### src/rtl/lsu_pkg.sv
// Shared types and helpers for the load/store unit Wishbone master.
package lsu_pkg;

  typedef enum logic [2:0] {
    LB  = 3'b000,
    LH  = 3'b001,
    LW  = 3'b010,
    LD  = 3'b011,
    LBU = 3'b100,
    LHU = 3'b101,
    LWU = 3'b110
  } mem_op_e;

  typedef enum logic [1:0] {
    IDLE,
    BUS,
    DONE
  } lsu_state_e;

  // Number of byte-lane address bits for a given data width.
  function automatic int unsigned lane_bits(input int unsigned data_w);
    return $clog2(data_w / 8);
  endfunction

endpackage

### src/rtl/lsu_align.sv
// Combinational byte-lane steering: select/write-data generation, alignment and
// legality checks, and load data extraction with sign/zero extension.
module lsu_align
  import lsu_pkg::*;
#(
  parameter int unsigned DATA_W = 32
) (
  input  logic [2:0]                   op_i,
  input  logic                         write_i,
  input  logic [lane_bits(DATA_W)-1:0] off_i,
  input  logic [DATA_W-1:0]            wdata_i,
  input  logic [2:0]                   rd_op_i,
  input  logic [lane_bits(DATA_W)-1:0] rd_off_i,
  input  logic [DATA_W-1:0]            rd_data_i,
  output logic [DATA_W/8-1:0]          sel_o,
  output logic [DATA_W-1:0]            wdata_o,
  output logic                         misaligned_o,
  output logic                         illegal_o,
  output logic [DATA_W-1:0]            rdata_o
);

  localparam int unsigned SEL_W = DATA_W / 8;

  logic              mis_raw;
  logic [DATA_W-1:0] rd_shift;

  // Size decode from the low two op bits drives both selects and alignment.
  always_comb begin
    sel_o   = '0;
    mis_raw = 1'b0;
    case (op_i[1:0])
      2'b00: sel_o = SEL_W'(1) << off_i;
      2'b01: begin
        sel_o   = SEL_W'(3) << off_i;
        mis_raw = off_i[0];
      end
      2'b10: begin
        sel_o   = SEL_W'(15) << off_i;
        mis_raw = |off_i[1:0];
      end
      default: begin
        sel_o   = '1;
        mis_raw = |off_i;
      end
    endcase
  end

  always_comb begin
    illegal_o = 1'b0;
    if (DATA_W == 64) begin
      illegal_o = (op_i == 3'b111) || (write_i && op_i[2]);
    end else begin
      illegal_o = (op_i == 3'b011) || (op_i == 3'b110) || (op_i == 3'b111);
    end
  end

  // An illegal op reports as an access fault, never as misaligned.
  assign misaligned_o = mis_raw && !illegal_o;
  assign wdata_o      = wdata_i << {off_i, 3'b000};
  assign rd_shift     = rd_data_i >> {rd_off_i, 3'b000};

  always_comb begin
    rdata_o = rd_shift;
    case (mem_op_e'(rd_op_i))
      LB:      rdata_o = DATA_W'($signed(rd_shift[7:0]));
      LH:      rdata_o = DATA_W'($signed(rd_shift[15:0]));
      LW:      rdata_o = DATA_W'($signed(rd_shift[31:0]));
      LBU:     rdata_o = DATA_W'(rd_shift[7:0]);
      LHU:     rdata_o = DATA_W'(rd_shift[15:0]);
      LWU:     rdata_o = DATA_W'(rd_shift[31:0]);
      default: rdata_o = rd_shift;
    endcase
  end

endmodule

### src/rtl/lsu_wb_master.sv
// MEM-stage load/store unit driving a Wishbone B4 classic master port.
// Optional bus timeout abort enabled by defining LSU_WB_TIMEOUT_EN.
module lsu_wb_master
  import lsu_pkg::*;
#(
  parameter int unsigned ADDR_W         = 32,
  parameter int unsigned DATA_W         = 32,
  parameter int unsigned TIMEOUT_CYCLES = 255
) (
  input  logic                clk,
  input  logic                reset,
  input  logic                req_valid,
  input  logic                req_write,
  input  logic [2:0]          req_op,
  input  logic [ADDR_W-1:0]   req_addr,
  input  logic [DATA_W-1:0]   req_wdata,
  output logic [DATA_W-1:0]   resp_rdata,
  output logic                stall,
  output logic                misaligned,
  output logic                bus_err,
  output logic                wb_cyc_o,
  output logic                wb_stb_o,
  output logic                wb_we_o,
  output logic [ADDR_W-1:0]   wb_adr_o,
  output logic [DATA_W-1:0]   wb_dat_o,
  output logic [DATA_W/8-1:0] wb_sel_o,
  input  logic [DATA_W-1:0]   wb_dat_i,
  input  logic                wb_ack_i,
  input  logic                wb_err_i
);

  localparam int unsigned LANE_W = lane_bits(DATA_W);
  localparam int unsigned SEL_W  = DATA_W / 8;

  if (!(DATA_W == 32 || DATA_W == 64)) begin : g_bad_data_w
    $error("lsu_wb_master: DATA_W must be 32 or 64");
  end
  if (TIMEOUT_CYCLES == 0 || TIMEOUT_CYCLES > 65535) begin : g_bad_timeout
    $error("lsu_wb_master: TIMEOUT_CYCLES must be 1..65535");
  end

  lsu_state_e        state_q, state_d;
  logic              cyc_q, cyc_d, stb_q, stb_d, we_q, we_d;
  logic [ADDR_W-1:0] adr_q, adr_d;
  logic [DATA_W-1:0] dat_q, dat_d;
  logic [SEL_W-1:0]  sel_q, sel_d;
  logic [DATA_W-1:0] rdata_q, rdata_d;
  logic              bus_err_q, bus_err_d;
  logic [2:0]        op_q, op_d;
  logic [LANE_W-1:0] off_q, off_d;

  logic [SEL_W-1:0]  sel_c;
  logic [DATA_W-1:0] wdata_c, rdata_c;
  logic              mis_c, ill_c, start_c, timeout_c;

  lsu_align #(.DATA_W(DATA_W)) u_align (
    .op_i        (req_op),
    .write_i     (req_write),
    .off_i       (req_addr[LANE_W-1:0]),
    .wdata_i     (req_wdata),
    .rd_op_i     (op_q),
    .rd_off_i    (off_q),
    .rd_data_i   (wb_dat_i),
    .sel_o       (sel_c),
    .wdata_o     (wdata_c),
    .misaligned_o(mis_c),
    .illegal_o   (ill_c),
    .rdata_o     (rdata_c)
  );

  assign start_c = req_valid && !mis_c && !ill_c;

`ifdef LSU_WB_TIMEOUT_EN
  localparam int unsigned TO_W = (TIMEOUT_CYCLES > 255) ? 16 : 8;

  logic [TO_W-1:0] to_cnt_q, to_cnt_d;

  // BUS is only entered from IDLE, so holding the count at zero there clears it on entry.
  always_comb begin
    to_cnt_d = to_cnt_q;
    if (state_q == IDLE) begin
      to_cnt_d = '0;
    end else if (state_q == BUS) begin
      to_cnt_d = to_cnt_q + TO_W'(1);
    end
  end

  always_ff @(posedge clk) begin
    if (reset) begin
      to_cnt_q <= '0;
    end else begin
      to_cnt_q <= to_cnt_d;
    end
  end

  assign timeout_c = (state_q == BUS) && (to_cnt_q == TO_W'(TIMEOUT_CYCLES - 1));
`else
  assign timeout_c = 1'b0;
`endif

  always_comb begin
    state_d   = state_q;
    cyc_d     = cyc_q;
    stb_d     = stb_q;
    we_d      = we_q;
    adr_d     = adr_q;
    dat_d     = dat_q;
    sel_d     = sel_q;
    rdata_d   = rdata_q;
    bus_err_d = 1'b0;
    op_d      = op_q;
    off_d     = off_q;
    case (state_q)
      IDLE: begin
        if (start_c) begin
          cyc_d   = 1'b1;
          stb_d   = 1'b1;
          we_d    = req_write;
          adr_d   = req_addr & ~ADDR_W'(SEL_W - 1);
          dat_d   = wdata_c;
          sel_d   = sel_c;
          op_d    = req_op;
          off_d   = req_addr[LANE_W-1:0];
          state_d = BUS;
        end
      end
      BUS: begin
        // Error (or timeout) takes priority over a simultaneous ack.
        if (wb_err_i || timeout_c) begin
          cyc_d     = 1'b0;
          stb_d     = 1'b0;
          rdata_d   = '0;
          bus_err_d = 1'b1;
          state_d   = DONE;
        end else if (wb_ack_i) begin
          cyc_d   = 1'b0;
          stb_d   = 1'b0;
          rdata_d = rdata_c;
          state_d = DONE;
        end
      end
      DONE:    state_d = IDLE;
      default: state_d = IDLE;
    endcase
  end

  always_ff @(posedge clk) begin
    if (reset) begin
      state_q   <= IDLE;
      cyc_q     <= 1'b0;
      stb_q     <= 1'b0;
      we_q      <= 1'b0;
      adr_q     <= '0;
      dat_q     <= '0;
      sel_q     <= '0;
      rdata_q   <= '0;
      bus_err_q <= 1'b0;
      op_q      <= '0;
      off_q     <= '0;
    end else begin
      state_q   <= state_d;
      cyc_q     <= cyc_d;
      stb_q     <= stb_d;
      we_q      <= we_d;
      adr_q     <= adr_d;
      dat_q     <= dat_d;
      sel_q     <= sel_d;
      rdata_q   <= rdata_d;
      bus_err_q <= bus_err_d;
      op_q      <= op_d;
      off_q     <= off_d;
    end
  end

  // Exceptions raised in IDLE are combinational so they belong to the current instruction.
  assign stall      = !reset && (((state_q == IDLE) && start_c) || (state_q == BUS));
  assign misaligned = !reset && (state_q == IDLE) && req_valid && mis_c;
  assign bus_err    = bus_err_q || (!reset && (state_q == IDLE) && req_valid && ill_c);

  assign resp_rdata = rdata_q;
  assign wb_cyc_o   = cyc_q;
  assign wb_stb_o   = stb_q;
  assign wb_we_o    = we_q;
  assign wb_adr_o   = adr_q;
  assign wb_dat_o   = dat_q;
  assign wb_sel_o   = sel_q;

endmodule

### config.mk
export PLATFORM = sky130hd
export DESIGN_NAME = lsu_wb_master
export DESIGN_NICKNAME = d
export VERILOG_FILES = /design/src/rtl/lsu_pkg.sv /design/src/rtl/lsu_align.sv /design/src/rtl/lsu_wb_master.sv
export SDC_FILE = /design/constraint.sdc
export NUM_CORES = 1
export LEC_CHECK = 0
export ABC_AREA = 0
export BUFFER_PORTS_ARGS = -buffer_cell sky130_fd_sc_hd__buf_2
export CAP_MARGIN = 30
export CORE_UTILIZATION = 41
export DETAILED_ROUTE_END_ITERATION = 12
export PLACE_DENSITY_LB_ADDON = 0.2
export SKIP_CTS_REPAIR_TIMING = 1
export SYNTH_ARGS = -nofsm -noshare
export SYNTH_HDL_FRONTEND = slang
export SYNTH_SLANG_ARGS = --single-unit
export TNS_END_PERCENT = 100
### constraint.sdc
create_clock -name clk -period 1.9 [get_ports clk]
set_clock_uncertainty 0.2 [all_clocks]
set_input_delay 0.285 -clock clk [delete_from_list [all_inputs] [get_ports clk]]
set_output_delay 0.285 -clock clk [all_outputs]
set_load 0.02 [all_outputs]
# Yosys cells after proc, flatten, opt, wreduce, memory -nomap -nowiden
# Cells that the tools add are included.
[op_classes] bitwise=1 reduce_logical=27 n_eq_ne=11 n_mux=14 shifts=5
[ops] op="$pmux W32 S4" count=1
[ops] op="$mux W32" count=2
[ops] op="$shl A32 B5 Y32" count=1
[ops] op="$shr A32 B5 Y32" count=1
[ops] op="$eq A3 B3 Y1 const B" count=4
[ops] op="$pmux W4 S3" count=1
[ops] op="$logic_and A1 B1 Y1" count=9
[ops] op="$mux W2" count=3
[ops] op="$reduce_and A2 Y1" count=3
[ops] op="$eq A2 B1 Y1 const B" count=2
[ops] op="$logic_not A2 Y1" count=2
[ops] op="$logic_or A1 B1 Y1" count=4
[ops] op="$mux W1" count=4
[ops] op="$pmux W1 S2" count=2
[ops] op="$pmux W2 S2" count=1
[ops] op="$reduce_bool A2 Y1" count=2
[ops] op="$reduce_or A2 Y1" count=2
[ops] op="$shl A1 B2 Y4 const A" count=1
[ops] op="$shl A2 B2 Y4 const A" count=1
[ops] op="$shl A4 B2 Y4 const A" count=1
[ops] op="$eq A3 B1 Y1 const B" count=1
[ops] op="$eq A3 B2 Y1 const B" count=1
[ops] op="$logic_not A1 Y1" count=3
[ops] op="$logic_not A3 Y1" count=1
[ops] op="5 further kinds" count=5
[totals] out_inout_bits=106 regBits=108 input_bits=105 elab_cells=68

# Longest topological paths before layout
# Gate-level depths: netlist of the first run.
[depth] word_depth=11 depth_mapped=8 mapped_depth_nobuf=6

# Hierarchy
# From an unflattened synthesis of the first run, not the netlist that was laid out.
[unflattened] hier_cells=630 area_unflattened_um2=5999.5
[modules_own_cells] module="lsu_wb_master" area_each_um2=4460.5 cells_per_inst=408 seq_area_each_um2=2162.1 n_inst=1
[modules_own_cells] module="lsu_align" area_each_um2=1539.0 cells_per_inst=222 seq_area_each_um2=0.0 n_inst=1

# Least setup slack after synthesis of the first run
# OpenSTA, ideal clock, no wires.
[synth_timing] path_kind="input to output" startpoint="in req_op[1]" endpoint="out misaligned" n_path_buf=1 arrival_time_ps=2038 setup_slack_ps=-623 stages=6 required_time_ps=1415 path_cell_list="inv_1 ha_1 nor2b_1 o22ai_1 buf_2 a2111oi_0"
[synth_between] elab_chain_len=6 elab_cells_between_ends=11 cone_classes="eq/ne (4); mux (1); reduce/logical (6)"
[synth_lines] element="start, declared" line="lsu_wb_master.sv:14" text="input logic [2:0] req_op,"
[synth_lines] element="$eq A3 B2 Y1 / $eq A3 B3 Y1 (equally long branches)" line="lsu_align.sv:53" text="illegal_o = (op_i == 3'b011) || (op_i == 3'b110) || (op_i == 3'b111);"
[synth_lines] element="$logic_or A1 B1 Y1 (2 in a row)" line="lsu_align.sv:53"
[synth_lines] element="$logic_not A1 Y1" line="lsu_align.sv:58" text="assign misaligned_o = mis_raw && !illegal_o;"
[synth_lines] element="$logic_and A1 B1 Y1 *" line="lsu_align.sv:58"
[synth_lines] element="$logic_and A1 B1 Y1 *" line="lsu_wb_master.sv:177" text="assign misaligned = !reset && (state_q == IDLE) && req_valid && mis_c;"
[synth_lines] element="end, declared" line="lsu_wb_master.sv:19" text="output logic misaligned,"
# Mark *: on every way between the ends. The rest lies on a longest branch, timed or not.

# Worst setup path in the final report of the first run
# Same ends and word-level chain as after synthesis.

==> flow_summary.yaml, run 1 <==
pwr:
  p_leak_nw: 3.07
  p_per_area_mw_per_mm2: 719
  ir_drop_mv: 0.612
  p_total_mw: 5.18
yosys:
  synth-simple-area-share_pct: 13.4
  synth_area_sq_mm: 0.00523
  synth_edf_count: 0
  yosysWarnings: 0
  synthFlopType: "dfxtp_1"
  ys_seq_area_share_pct: 41.4
  synth_xor_area_share_pct: 0
  synth_cell_types: 43
  synth-compound-area-share_pct: 26.0
  synth_mux_area_share_pct: 11.7
  ys_async_sr_fraction_pct: 0
  synth_top_family_by_area: "compound AO/OA/AOI/OAI gates"
  syn_inst: 589
  synth_fa_ha_area_share_pct: 1.44
  avgSynthCellArea_sq_um: 8.88
  synth-seq-cells: 108
setup_path:
  cp_max_fo: 6
  critPathArrivalTime_ns: 1.49
  crit_slowest_cell: "a2111oi_4"
  cp-start-kind: "primary input"
  cp_slowest_stage_delay_ns: 0.29
  cpMostUsedCell: "buf_4"
  worstPathCellList: "buf_4, inv_2, buf_4, ha_1, inv_2, o22ai_4, a2111oi_4, buf_4, buf_6"
  critPathCaptureType: "output port"
  crit_type: "in -> out"
  required_ns: 1.41
placed_design:
  dpl_cell_area_sq_mm: 0.00664
  dp_hpwl_um: 11900
  gp_congestion: 0.872
  numPortBuffers: 208
route:
  drtIter0Drc: 364
  wl_per_cell_um: 16.9
  finalWirelength_um: 16500
  dr.pass1.iters: 6
  ant_nets: 0
  vias_per_cell: 5.56
  vias: 5434
  drc: 0
floorplanning:
  initial_core_util_pct: 42.8
  ios: 211
  dieArea_sq_mm: 0.0132
  die_x_um: 115
  core_area_sq_mm: 0.0122
  rows: 40
  die_height_um: 115
grt:
  grt_use_total_pct: 24.6
  overflow: 0
  antenna_found_initial: 0
  grt_pass1_vias: 5127
  grt_max_degree: 67
  grt_pass1_wl_um: 25700
sta:
  fin_crit_ns: 1.98
  tns_ns: -0.131
  post-route-period-util_pct: 104
  hold_viol_final: 9
  max_freq_ghz: 0.506
  fin_hold_ws_ns: -0.0138
  setup_viol: 2
  rsz0062_at_grt: "yes"
  tightest_slew_ns: 0.716
  slew_headroom_pct: 52.3
  timing.final.ws_setup_ns: -0.0773
  slew_viol_final: 0
clocking:
  numClockSinks: 108
  cts_buffers: 9
  cts.reportedPaths.clkPinSlew_ns: 0.07
  root_buffer: "clkbuf_16"
  cts_buffer_depth: 2
  htreeDepth: 3
  clock_latency_ns: 0.35
  cts_tree: "yes"
finish:
  layout_common_cells: "buf_2 (203), dfxtp_1 (105), a21oi_1 (92)"
  area_delta_synth_final_pct: 37.7
  layout_commonest_cell: "buf_2"
  post-route-util_pct: 59.0
  antenna_cells: 0
  design_area_sq_mm: 0.00720
  layout.nets: 917
  drive_gt1_share_pct: 39.4
min_path:
  hold_path.class: "in -> reg"
run_status:
  outcome: "finished with violations"
  failed_checks: "negative hold slack, negative setup slack"
flow_run:
  cap_violations: 0
==> worst max-delay path: cells and delay by family <==
kind            cells  cell delay (ns)
compound gates      2             0.39
buf+inv             6             0.64
fa+ha+maj           1             0.18
==> state kept, by name, summed over array words and instances (netlist names) <==
register / count
bus_err_q: 1
resp_rdata: 32
wb_dat_o: 32
op_q: 3
wb_adr_o: 30
wb_sel_o: 4
off_q: 2
state_q: 2
wb_stb_o: 1
wb_we_o: 1
==> cell families (layout without fill, tap and decap cells) <==
logic type | after synthesis | count (layout)
AO/OA/AOI/OAI | 229 | 229
AND/OR/NAND/NOR | 127 | 127
flip-flops | 108 | 108
buffers and inverters | 69 | 289
multiplexers | 49 | 49
adder cells (fa/ha/maj) | 6 | 6
other | 1 | 2
==> power breakdown <==
part,switching (mW),internal (mW)
clock network,0.805,0.883
logic,0.635,0.465
registers,0.0460,2.34
total,1.49,3.69
==> final cells by class <==
class / instances / area (sq um)
Timing Repair Buffer: 271 / 1670
Sequential cell: 108 / 2170
Clock inverter: 2 / 12.5
Fill cell: 1114 / 5010
Clock buffer: 13 / 240
Multi-Input combinational cell: 413 / 2890
Inverter: 3 / 11.3
Tap cell: 168 / 210
==> through the flow <==
stage,setup slack (ns),cells
after CTS,-0.309,959
after global placement,-0.225,944
after floorplan,-0.0759,590
after detailed placement,-0.307,944
final,-0.0773,978
after global routing,-0.144,978
==> metal layers <==
metal	track usage, %	vias up	part of all wire (%)
met5	0	-	0
met4	6.23	0	1.5
met3	7.01	20	7.7
met2	39.7	204	48
met1	32.4	2595	43
li1	-	2615	-
==> worst paths after layout <==
kind / end / cells past startpoint / start / slack, ns
hold / removal: wb_adr_o[4] / 3 / req_addr[4] / -0.01
setup / recovery: misaligned / 9 / req_op[1] / -0.08
setup reg to reg: wb_adr_o[30] / 8 / state_q[0] / 0.08
hold reg to reg: resp_rdata[14] / 1 / resp_rdata[14] / 0.26
==> Yosys cell counts (all sizes together) (11+ instances only) <==
| cell | number | area [sq um] |
|---|---|---|
| a21oi | 94 | 470 |
| mux2 | 18 | 203 |
| dfxtp | 108 | 2160 |
| clkbuf | 44 | 165 |
| o21ai | 68 | 340 |
| mux2i | 23 | 230 |
| buf | 22 | 138 |
| nand2 | 13 | 48.8 |
| o21bai | 11 | 82.6 |
| nand3 | 38 | 190 |
| nor2 | 25 | 93.8 |
| a22oi | 17 | 128 |
Power figures use the tool's default switching activity.
==> run 2: changes to the inputs <==
--- a/config.mk
+++ b/config.mk
@@ -6,10 +6,11 @@
 export NUM_CORES = 1
 export LEC_CHECK = 0
 export ABC_AREA = 0
-export BUFFER_PORTS_ARGS = -buffer_cell sky130_fd_sc_hd__buf_2
+export BUFFER_PORTS_ARGS = -buffer_cell sky130_fd_sc_hd__clkbuf_2
 export CAP_MARGIN = 30
 export CORE_UTILIZATION = 41
 export DETAILED_ROUTE_END_ITERATION = 12
+export MAX_ROUTING_LAYER = met4
 export PLACE_DENSITY_LB_ADDON = 0.2
 export SKIP_CTS_REPAIR_TIMING = 1
 export SYNTH_ARGS = -nofsm -noshare
==> run 2 against run 1 <==
  * The run still ends with negative hold slack, negative setup slack left
  * Design area increased by 3.2%
  * Clock-buffer cell count decreased by 2
  * Sequential cell count unchanged
  * Sequential share of layout area decreased by 0.97 points
  * First-iteration DRC count decreased by 19%
  * Non-clock buffer count increased by 21
  * Combinational power increased by 4%
  * Clock power increased by 8%
  * Core utilization increased by 1.9 points
  * Wire length decreased by 0.66%
  * Via count decreased by 0.64%
  * Register-to-register slack got worse by 0.04 ns
  * Largest cell class unchanged
  * Largest power group unchanged
==> flow_summary.yaml, run 2 (same netlist as run 1, synthesis figures left out) <==
route:
  drtIter0Drc: 296
  vias: 5399
  wl_per_cell_um: 16.5
  drc: 0
  dr.pass1.iters: 5
  finalWirelength_um: 16400
  vias_per_cell: 5.42
  ant_nets: 0
setup_path:
  cp_max_fo: 4
  critPathCaptureType: "output port"
  critPathArrivalTime_ns: 1.46
  cp-start-kind: "flop"
  crit_family: "flip-flops"
  path_buf_inv: 2
  required_ns: 1.41
  cp_slowest_stage_delay_ns: 0.34
  crit_type: "reg -> out"
  worstPathCellList: "nor2_2, nand3b_1, a2111oi_4, buf_4, buf_6"
  crit_slowest_cell: "dfxtp_2"
placed_design:
  dp_hpwl_um: 11900
  dpl_cell_area_sq_mm: 0.00675
  gp_congestion: 0.900
  numPortBuffers: 208
clocking:
  clock_latency_ns: 0.35
  cts.reportedPaths.clkPinSlew_ns: 0.06
  htreeDepth: 3
  root_buffer: "clkbuf_16"
  cts_buffers: 9
  numClockSinks: 108
  cts_buffer_depth: 2
  cts_tree: "yes"
finish:
  layout.nets: 938
  design_area_sq_mm: 0.00743
  post-route-util_pct: 60.8
  antenna_cells: 0
  layout_common_cells: "clkbuf_2 (202), dfxtp_1 (106), a21oi_1 (92)"
  area_delta_synth_final_pct: 42.1
  layout_commonest_cell: "clkbuf_2"
  drive_gt1_share_pct: 39.8
run_status:
  failed_checks: "negative hold slack, negative setup slack"
  outcome: "finished with violations"
pwr:
  ir_drop_mv: 0.576
  p_per_area_mw_per_mm2: 722
  p_total_mw: 5.36
  p_leak_nw: 3.11
grt:
  overflow: 0
  grt_max_degree: 46
  grt_pass1_vias: 5042
  grt_use_total_pct: 25.1
  grt_pass1_wl_um: 25200
  antenna_found_initial: 0
floorplanning:
  dieArea_sq_mm: 0.0132
  ios: 211
  initial_core_util_pct: 42.8
  rows: 40
  core_area_sq_mm: 0.0122
  die_height_um: 115
  die_x_um: 115
sta:
  slew_headroom_pct: 58.4
  setup_viol: 3
  tightest_slew_ns: 0.621
  slew_viol_final: 0
  hold_viol_final: 5
  timing.final.ws_setup_ns: -0.0445
  post-route-period-util_pct: 102
  fin_hold_ws_ns: -0.0329
  max_freq_ghz: 0.514
  rsz0062_at_grt: "yes"
  tns_ns: -0.0754
  fin_crit_ns: 1.94
min_path:
  hold_path.class: "in -> reg"
flow_run:
  cap_violations: 0
run 2: cell count changes in the layout (fill, tap and decap cells not counted), moves of 2 or more:
cell           before  now
buf_2             203    0
clkbuf_2            0  202
dlygate4sd3_1      15   26
buf_4              42   51
clkbuf_1            4    1
ha_4                0    3
buf_12              6    8
ha_1                4    2
run 2: report_power, final:
part	internal (mW)	switching (mW)
Combinational	0.501	0.639
Sequential	2.34	0.0483
Clock	1.04	0.794
Total	3.88	1.48
run 2: through the flow:
stage	std cells	worst slack [ns]
3_5_place_dp	955	-0.297
5_1_grt	997	-0.143
3_3_place_gp	955	-0.220
6_report	997	-0.0445
4_1_cts	968	-0.303
2_1_floorplan	590	-0.0759
run 2: worst paths after layout:
kind	start	end	slack, ns	cells after the start
setup / recovery	state_q[0]	misaligned	-0.04	5
hold / removal	req_addr[11]	wb_adr_o[11]	-0.03	3
setup reg to reg	op_q[0]	resp_rdata[27]	0.04	4
hold reg to reg	wb_adr_o[24]	wb_adr_o[24]	0.28	2
run 2: tightest hold or removal path: cells and delay by family:
| family | cells | cell delay (ns) |
|---|---|---|
| buf+inv | 1 | 0.08 |
| compound gates | 1 | 0.05 |
| simple gates | 1 | 0.05 |
run 2: metal layers:
layer	part of all wire (%)	GRT usage, %
met5	0	-
met2	48	37.9
met3	6.2	6.38
met1	44	33.5
met4	1.6	6.15
run 2: cell type report:
type	instances	area, sq um
tap	168	210
timing repair buffer	292	1870
clock inverter	2	37.5
multi-input combinational	413	2890
inverter	3	13.8
fill	1070	4780
sequential	108	2160
clock buffer	11	243
